--- config.mk ---
export PLATFORM = sky130hd
export DESIGN_NAME = wb_frame_fetch
export DESIGN_NICKNAME = d
export VERILOG_FILES = /design/src/rtl/wb_frame_fetch_pkg.sv /design/src/rtl/wb_frame_fetch_sync_fifo.sv /design/src/rtl/wb_frame_fetch.sv
export SDC_FILE = /design/constraint.sdc
export NUM_CORES = 1
export LEC_CHECK = 0
export ABC_AREA = 1
export ABC_CLOCK_PERIOD_IN_PS = 9500
export CAP_MARGIN = 20
export CORE_MARGIN = 4
export CORE_UTILIZATION = 40
export DETAILED_ROUTE_END_ITERATION = 8
export PLACE_DENSITY_LB_ADDON = 0.05
export SLEW_MARGIN = 30
export SYNTH_ARGS = -nofsm -noshare
export SYNTH_HDL_FRONTEND = slang
export SYNTH_SLANG_ARGS = --single-unit
--- constraint.sdc ---
create_clock -name clk -period 9.5 [get_ports clk]
set_clock_uncertainty 0.2 [all_clocks]
set_input_delay 0.95 -clock clk [delete_from_list [all_inputs] [get_ports clk]]
set_output_delay 0.95 -clock clk [all_outputs]
set_load 0.005 [all_outputs]
--- src/rtl/wb_frame_fetch_pkg.sv ---
// Shared definitions for the Wishbone frame fetcher: FSM state encoding and
// default widths used by the fetcher and its output FIFO.
package wb_frame_fetch_pkg;

  localparam int DEF_ADDR_WIDTH = 16;
  localparam int DEF_DATA_WIDTH = 32;
  localparam int DEF_CNT_WIDTH  = 16;
  localparam int DEF_FIFO_DEPTH = 8;
  localparam int DEF_FIFO_AW    = 3;

  typedef enum logic [1:0] {
    S_IDLE = 2'd0,
    S_REQ  = 2'd1,
    S_GAP  = 2'd2
  } fetch_state_e;

endpackage

--- src/rtl/wb_frame_fetch_sync_fifo.sv ---
// Synchronous first-word fall-through FIFO with level/empty/full flags.
// DEPTH must be a power of two so the pointers wrap naturally.
module sync_fifo
  import wb_frame_fetch_pkg::*;
#(
  parameter int WIDTH = DEF_DATA_WIDTH,
  parameter int DEPTH = DEF_FIFO_DEPTH,
  parameter int AW    = DEF_FIFO_AW
) (
  input  logic             clk,
  input  logic             reset,
  input  logic             push_i,
  input  logic [WIDTH-1:0] push_data_i,
  input  logic             pop_i,
  output logic [WIDTH-1:0] head_o,
  output logic             empty_o,
  output logic             full_o,
  output logic [AW:0]      level_o
);

  localparam logic [AW:0]   LVL_FULL = (AW+1)'(DEPTH);
  localparam logic [AW:0]   LVL_ONE  = (AW+1)'(1);
  localparam logic [AW-1:0] PTR_ONE  = AW'(1);

  logic [WIDTH-1:0] mem_q [DEPTH];
  logic [AW-1:0]    wr_ptr_q;
  logic [AW-1:0]    wr_ptr_d;
  logic [AW-1:0]    rd_ptr_q;
  logic [AW-1:0]    rd_ptr_d;
  logic [AW:0]      level_q;
  logic [AW:0]      level_d;
  logic             do_push_s;
  logic             do_pop_s;

  // Requests against a full or empty FIFO are dropped rather than corrupting state.
  assign do_push_s = push_i & (level_q != LVL_FULL);
  assign do_pop_s  = pop_i & (level_q != '0);

  always_comb begin
    wr_ptr_d = wr_ptr_q;
    rd_ptr_d = rd_ptr_q;
    level_d  = level_q;
    if (do_push_s) begin
      wr_ptr_d = wr_ptr_q + PTR_ONE;
    end else begin
      wr_ptr_d = wr_ptr_q;
    end
    if (do_pop_s) begin
      rd_ptr_d = rd_ptr_q + PTR_ONE;
    end else begin
      rd_ptr_d = rd_ptr_q;
    end
    case ({do_push_s, do_pop_s})
      2'b10:   level_d = level_q + LVL_ONE;
      2'b01:   level_d = level_q - LVL_ONE;
      default: level_d = level_q;
    endcase
  end

  always_ff @(posedge clk or posedge reset) begin
    if (reset) begin
      wr_ptr_q <= '0;
      rd_ptr_q <= '0;
      level_q  <= '0;
    end else begin
      wr_ptr_q <= wr_ptr_d;
      rd_ptr_q <= rd_ptr_d;
      level_q  <= level_d;
    end
  end

  // Storage carries no reset; validity is tracked by the level counter.
  always_ff @(posedge clk) begin
    if (do_push_s) begin
      mem_q[wr_ptr_q] <= push_data_i;
    end
  end

  assign head_o  = mem_q[rd_ptr_q];
  assign empty_o = (level_q == '0);
  assign full_o  = (level_q == LVL_FULL);
  assign level_o = level_q;

endmodule

--- src/rtl/wb_frame_fetch.sv ---
// Wishbone read master: fetches a contiguous block of words from the frame
// memory and streams them out through a small FWFT FIFO.
module wb_frame_fetch
  import wb_frame_fetch_pkg::*;
#(
  parameter int ADDR_WIDTH = DEF_ADDR_WIDTH,
  parameter int DATA_WIDTH = DEF_DATA_WIDTH,
  parameter int CNT_WIDTH  = DEF_CNT_WIDTH,
  parameter int FIFO_DEPTH = DEF_FIFO_DEPTH,
  parameter int FIFO_AW    = DEF_FIFO_AW
) (
  input  logic                  clk,
  input  logic                  reset,
  input  logic                  start,
  input  logic [ADDR_WIDTH-1:0] base_addr,
  input  logic [CNT_WIDTH-1:0]  word_count,
  input  logic                  stop,
  output logic                  busy,
  output logic                  done,
  output logic [ADDR_WIDTH-1:0] wbm_address,
  output logic [DATA_WIDTH-1:0] wbm_writedata,
  input  logic [DATA_WIDTH-1:0] wbm_readdata,
  output logic                  wbm_strobe,
  output logic                  wbm_cycle,
  output logic                  wbm_write,
  input  logic                  wbm_ack,
  output logic [DATA_WIDTH-1:0] out_data,
  output logic                  out_valid,
  input  logic                  out_ready,
  output logic [FIFO_AW:0]      fifo_level
);

  localparam logic [ADDR_WIDTH-1:0] ADDR_ONE = ADDR_WIDTH'(1);
  localparam logic [CNT_WIDTH-1:0]  CNT_ONE  = CNT_WIDTH'(1);

  fetch_state_e          state_q;
  logic [ADDR_WIDTH-1:0] addr_q;
  logic [CNT_WIDTH-1:0]  remain_q;
  logic                  stop_pend_q;
  logic                  busy_q;
  logic                  done_q;
  logic                  stb_q;

  logic                  fifo_push_s;
  logic                  fifo_pop_s;
  logic                  fifo_full_s;
  logic                  fifo_empty_s;
  logic [FIFO_AW:0]      fifo_level_s;

  // REQ is only entered with a free slot, so this push can never overflow.
  assign fifo_push_s = (state_q == S_REQ) & wbm_ack;
  assign fifo_pop_s  = out_ready & ~fifo_empty_s;

  // Fetch sequencer: one outstanding read, strobe dropped for a GAP cycle after every ack.
  always_ff @(posedge clk or posedge reset) begin
    if (reset) begin
      state_q     <= S_IDLE;
      addr_q      <= '0;
      remain_q    <= '0;
      stop_pend_q <= 1'b0;
      busy_q      <= 1'b0;
      done_q      <= 1'b0;
      stb_q       <= 1'b0;
    end else begin
      done_q <= 1'b0;
      case (state_q)
        S_IDLE: begin
          stop_pend_q <= 1'b0;
          if (start) begin
            if (word_count != '0) begin
              addr_q   <= base_addr;
              remain_q <= word_count;
              busy_q   <= 1'b1;
              if (fifo_full_s) begin
                state_q <= S_GAP;
                stb_q   <= 1'b0;
              end else begin
                state_q <= S_REQ;
                stb_q   <= 1'b1;
              end
            end else begin
              done_q <= 1'b1;
            end
          end
        end
        S_REQ: begin
          if (stop) begin
            stop_pend_q <= 1'b1;
          end
          if (wbm_ack) begin
            addr_q   <= addr_q + ADDR_ONE;
            remain_q <= remain_q - CNT_ONE;
            stb_q    <= 1'b0;
            state_q  <= S_GAP;
          end
        end
        S_GAP: begin
          if ((remain_q == '0) || stop_pend_q || stop) begin
            state_q     <= S_IDLE;
            busy_q      <= 1'b0;
            done_q      <= 1'b1;
            stop_pend_q <= 1'b0;
            stb_q       <= 1'b0;
          end else if (!fifo_full_s) begin
            state_q <= S_REQ;
            stb_q   <= 1'b1;
          end else begin
            stb_q <= 1'b0;
          end
        end
        default: begin
          state_q     <= S_IDLE;
          busy_q      <= 1'b0;
          stb_q       <= 1'b0;
          stop_pend_q <= 1'b0;
        end
      endcase
    end
  end

  sync_fifo #(
    .WIDTH (DATA_WIDTH),
    .DEPTH (FIFO_DEPTH),
    .AW    (FIFO_AW)
  ) u_fifo (
    .clk         (clk),
    .reset       (reset),
    .push_i      (fifo_push_s),
    .push_data_i (wbm_readdata),
    .pop_i       (fifo_pop_s),
    .head_o      (out_data),
    .empty_o     (fifo_empty_s),
    .full_o      (fifo_full_s),
    .level_o     (fifo_level_s)
  );

  assign busy          = busy_q;
  assign done          = done_q;
  assign wbm_address   = addr_q;
  assign wbm_strobe    = stb_q;
  assign wbm_cycle     = stb_q;
  assign wbm_write     = 1'b0;
  assign wbm_writedata = '0;
  assign out_valid     = ~fifo_empty_s;
  assign fifo_level    = fifo_level_s;

endmodule

# After elaboration in Yosys (flattened, before gate mapping)
# Memory sizes are Yosys's and may differ from the RTL's.
# Index checks and enable logic that the tools add are counted.
# word_totals
ff_bits	48
ram_bits	256
latchBits	0
in_bits	70
mem_bits_ro	0
mem_count	1
word_cells	83
# op_classes
div_mod_pow	0
multipliers	0
order_cmp	0
add_sub_neg	6
n_reduce_logical	14
eq_ne	12
bitwise	6
n_shift	0
n_mux	34
# mem_list
memory	words	width	rd	rd_clocked_by_memory_dff	wr	line	source
u_fifo.mem_q	8	32	1	0	1	wb_frame_fetch_sync_fifo.sv:25	logic [WIDTH-1:0] mem_q [DEPTH];
# ops
op	count
two-way mux 16 bit	6
one-hot mux 16 bit (2 select lines)	2
adder 16 x 1 -> 16 bit, second input constant	1
zero test 16 bit	1
nonzero test 16 bit	1
subtractor 16 x 1 -> 16 bit, second input constant	1
two-way mux 1 bit	14
two-way mux 2 bit	6
AND reduction 4 bit	3
inequality test 2 bit, second input constant	5
one-hot mux 4 bit (2 select lines)	1
adder 3 x 1 -> 3 bit, second input constant	2
one-hot mux 1 bit (3 select lines)	2
one-hot mux 2 bit (3 select lines)	1
adder 4 x 1 -> 4 bit, second input constant	1
AND 1 bit	4
== test 2 x 1 -> 1 bit, second input constant	2
== test 2 bit, second input constant	2
== test 4 bit, second input constant	1
zero test 4 bit	1
inequality test 4 bit, second input constant	1
one-hot mux 1 bit (2 select lines)	2
nonzero test 2 bit	2
nonzero test 4 bit	1
7 further kinds	9

# Depth between registers and ports, before layout
# logic_depth
ltp_word	6
mapped_depth	11

# Cells and area by module
# A second synthesis with hierarchy kept.
# hier_totals
hier_cells	1657
area_unflattened_um2	14571.5
# by_module_without_submodules
module	instances	cells_each	area_each_um2
sync_fifo	1	1188	11648.7
wb_frame_fetch	1	469	2922.8

# Worst setup path before layout
# No wires, ideal clock.
# synth_path
path_type	input port to flip-flop
from	input port wbm_ack
to	memory u_fifo.mem_q[0][0] (netlist bit), enable pin
setup_slack_ns	6.091
path_buffers	0
stages	3
setup_ns	0.421
t_arrival_ns	2.788
cell_sequence	nand3_1 or2_2 nor2_1
# synth_between
elab_chain_cells	4
# synth_lines
item	line	source
start, declared	wb_frame_fetch.sv:26	input logic wbm_ack,
AND 1 bit	wb_frame_fetch.sv:51	assign fifo_push_s = (state_q == S_REQ) & wbm_ack;
AND 1 bit	wb_frame_fetch_sync_fifo.sv:36	assign do_push_s = push_i & (level_q != LVL_FULL);
two-way mux 1 bit	wb_frame_fetch_sync_fifo.sv:74	if (do_push_s) begin
two-way mux 1 bit (implied by the code)	wb_frame_fetch_sync_fifo.sv:75	mem_q[wr_ptr_q] <= push_data_i;
end, declared	wb_frame_fetch_sync_fifo.sv:25	
# Every way passes these cells.

# Final worst setup path
# layout_path
from	register u_fifo.rd_ptr_q[0]
to	output port out_data[1]
# layout_between
elab_chain_cells	1
# layout_lines
item	line	source
start, declared	wb_frame_fetch_sync_fifo.sv:28	logic [AW-1:0] rd_ptr_q;
start signal, assigned	wb_frame_fetch_sync_fifo.sv:67	rd_ptr_q <= rd_ptr_d;
memory read (8 x 32 bit)	-	
end, declared	wb_frame_fetch.sv:27	output logic [DATA_WIDTH-1:0] out_data,
# Every way passes these cells.

==> impl_metrics.csv <==
group,metric,value,unit
synth,synth_top_family_by_area,"simple AND/OR/NAND/NOR gates",
global_routing,grt_pass1_vias,9250,
placed_design,gp_congestion,0.803,
detailed_routing,via_per_inst,4.99,
detailed_routing,routed_wl,32.8,mm
synth,synthAdderAreaFrac,0.00745,
job,cap_violations,0,
synth,synth_xor_area_frac,0.00456,
worst_setup_path,crit_family,"buffers and inverters",
worst_setup_path,end_kind,"primary output",
detailed_routing,dr.first_iter.drc_count,689,
floorplan,dieWidth,191,µm
detailed_routing,dr.pass1.iters,7,
worst_setup_path,startpoint_type,"flip-flop",
synth,yosys.area.top_type,"edfxtp_1",
sta,final.setup.worst_slack,4540,ps
sta,final-hold-violation-count,0,
worst_setup_path,slowest_delay,770,ps
placed_design,dpl.hpwl,19.2,mm
worst_setup_path,crit_buf_inv,3,
power_and_ir_drop,p_leak,0.00608,µW
clock_tree,root_buffer,"clkbuf_16",
status,run_status,"finished clean",
synth,synth_area,0.0134,mm²
global_routing,grt_pass1_wl,51.6,mm
worst_setup_path,cp_max_fo,84,
finish,fillCellCount,2998,
sta,relSlewSlack,0.434,
sta,worstMarginPinSlew,848,ps
synth,synth-edff-count,256,
synth,synthSimpleGateAreaFrac,0.184,
floorplan,fp.dieH,191,µm
synth,synthMuxAreaShare,0,
sta,drv_slew,0,
global_routing,grt_max_degree,85,
clock_tree,postCtsSetupRepairBufs,0,
finish,postLayoutCoreUtil,0.493,
worst_setup_path,crit_chain,"clkinv_2, buf_4, nor2_1, o21ai_0, a21oi_1, a31oi_1, clkdlybuf4s50_1",
clock_tree,path_clk_slew,60,ps
worst_setup_path,worst-setup-path-type,"flip-flop to primary output",
global_routing,antenna_found_initial,0,
power_and_ir_drop,ir_drop,0.169,mV
clock_tree,clockBufferDepth,3,
worst_setup_path,slowest_stage,"buf_4",
clock_tree,cts_sinks,304,
min_path,hold_depth,2,
clock_tree,hold_buffers,0,
synth,synth-main-ff-cell,"edfxtp_1",
worst_setup_path,worstPathArrival,3810,ps
sta,max_freq,201,MHz
synth,synth.area.top_cells,"edfxtp_1 (57%), dfrtp_1 (8.9%), nand2_1 (8.2%), nor2_1 (6.9%), o21ai_0 (4.9%)",
synth,synth_top_cell_area_share,0.572,
sta,final.period_utilization,0.522,
clock_tree,cts_tree,"built",
global_routing,grt.total_usage,0.179,
floorplan,die-area,0.0366,mm²
clock_tree,cts_max_level,2,
floorplan,io_pins,160,
synth,ys_ff_latch,304,
sta,rsz0062_at_grt,"no",
synth,synth.distinct_cells,33,
clock_tree,cts_resized,0,
sta,finalSetupViolCount,0,
placed_design,pre_cts_ws,5020,ps
sta,fin_crit,4960,ps
placed_design,port_buffers,126,
synth,synth-seq-area-share,0.662,
synth,syn_inst,1314,
global_routing,grt_overflow,0,
min_path,hold_class,"flip-flop to flip-flop",
detailed_routing,wire_per_inst,17.3,µm
synth,ys_warn_count,0,
detailed_routing,vias,9477,
synth,avgSynthCellArea,10.2,µm²
finish,syn_to_final_growth,20.7,%
finish,drive_gt1_frac,0.0631,
power_and_ir_drop,power_density,311,mW/mm²
detailed_routing,ant_nets,0,
finish,n_antenna_cell,0,
synth,synth_compound_area_frac,0.0885,
floorplan,start_util,0.409,
detailed_routing,drc,0,
synth,async_flop_share,0.158,
floorplan,num_rows,66,
clock_tree,cts_buffers,35,
worst_setup_path,cp.required,8350,ps
sta,finalSetupTns,0,ps
finish,layout.nets,1508,
floorplan,core,0.0329,mm²
worst_setup_path,cp_num_cells,7,
clock_tree,insertion_delay,510,ps
worst_setup_path,ff2ff_path_depth,6,
==> state kept, by name, indices dropped and copies added (netlist names) <==
signal	flops
wbm_address	16
u_fifo.rd_ptr_q	3
wbm_cycle	1
state_q	2
done	1
stop_pend_q	1
u_fifo.mem_q	256
remain_q	16
u_fifo.wr_ptr_q	3
u_fifo.level_o	4
busy	1
==> metrics by stage <==
step / cell area, µm² / hold WS (ps) / cells / total power, µW
detailed placement: 15100 / 260 / 1835 / 3740
floorplan: 13600 / 264 / 1346 / 2950
CTS: 16200 / 274 / 1899 / 5110
finish: 16200 / 268 / 1899 / 5040
global route: 16200 / 331 / 1899 / 5420
global placement: 15000 / 264 / 1834 / 3740
==> where the power goes <==
| part | internal (µW) | switching [µW] | total [µW] |
|---|---|---|---|
| registers | 1640 | 178 | 1820 |
| logic | 743 | 1130 | 1880 |
| clock network | 821 | 526 | 1350 |
| total | 3200 | 1840 | 5040 |
==> cell type report <==
class | count | area, µm² | share of cell area
Clock buffer | 42 | 945 | 0.0583
Multi-Input combinational cell | 894 | 4000 | 0.247
Inverter | 54 | 209 | 0.0129
Timing Repair Buffer | 141 | 1390 | 0.0860
Clock inverter | 22 | 219 | 0.0135
Sequential cell | 304 | 8890 | 0.548
Tap cell | 442 | 553 | 0.0341
==> synth_stat cells (4+ instances only) <==
cell type / instances
a31oi_1: 33
o21ai_1: 23
or2_2: 5
buf_4: 34
nand3_1: 53
edfxtp_1: 256
inv_1: 48
dfrtp_1: 48
nor2_1: 246
ha_1: 8
buf_1: 4
clkbuf_1: 44
a21oi_1: 37
xor2_1: 6
buf_2: 9
o21ai_0: 132
nand2_1: 293
nand3b_1: 4
nand4_1: 10
==> tightest hold or removal path, stage by stage (launching register included) <==
cell     delay [ps]
dfrtp_1         340
nand2_1          50
nand2_1          50
==> logic make-up after synthesis <==
family,Yosys count
simple gates,618
compound gates,228
other cells,1
flops,304
buf+inv,148
xor+xnor,7
fa+ha+maj,8
==> cells in the final DEF, fill, tap and decap left out, types with 2 or more instances in the layout <==
cell type,instances
nor2_1,238
clkinv_2,7
nand4_1,10
clkbuf_1,5
nand2_2,2
a31oi_1,33
o21ai_1,23
nand3b_1,4
clkdlybuf4s50_1,126
nand2_4,2
nor2_4,9
clkbuf_16,37
dfrtp_1,46
inv_4,2
inv_1,46
bufinv_16,4
ha_1,8
inv_2,4
clkinvlp_4,2
buf_4,14
o21ai_0,132
a21oi_1,37
nand3_1,53
or2_2,5
xor2_1,6
nand2_1,293
edfxtp_1,256
conb_1,33
clkinv_1,10
==> final timing paths <==
check / start / end / slack [ps]
max reg2reg: state_q[0] / u_fifo.mem_q[2][4] / 5950
max in group asynchronous: reset / u_fifo.rd_ptr_q[0] / 7850
max: u_fifo.rd_ptr_q[0] / out_data[1] / 4540
min: busy / busy / 270
min in group asynchronous: reset / wbm_cycle / 740
min reg2reg: busy / busy / 270
==> routing by layer <==
layer / vias to the layer above / global-route usage / routed length, µm
met5: - / 0 / 0
met4: 0 / 0.0345 / 454
met3: 34 / 0.0316 / 2010
met2: 252 / 0.286 / 15000
met1: 4537 / 0.259 / 15400
li1: 4654 / - / -
No activity file was read; power rests on OpenSTA's default activity.
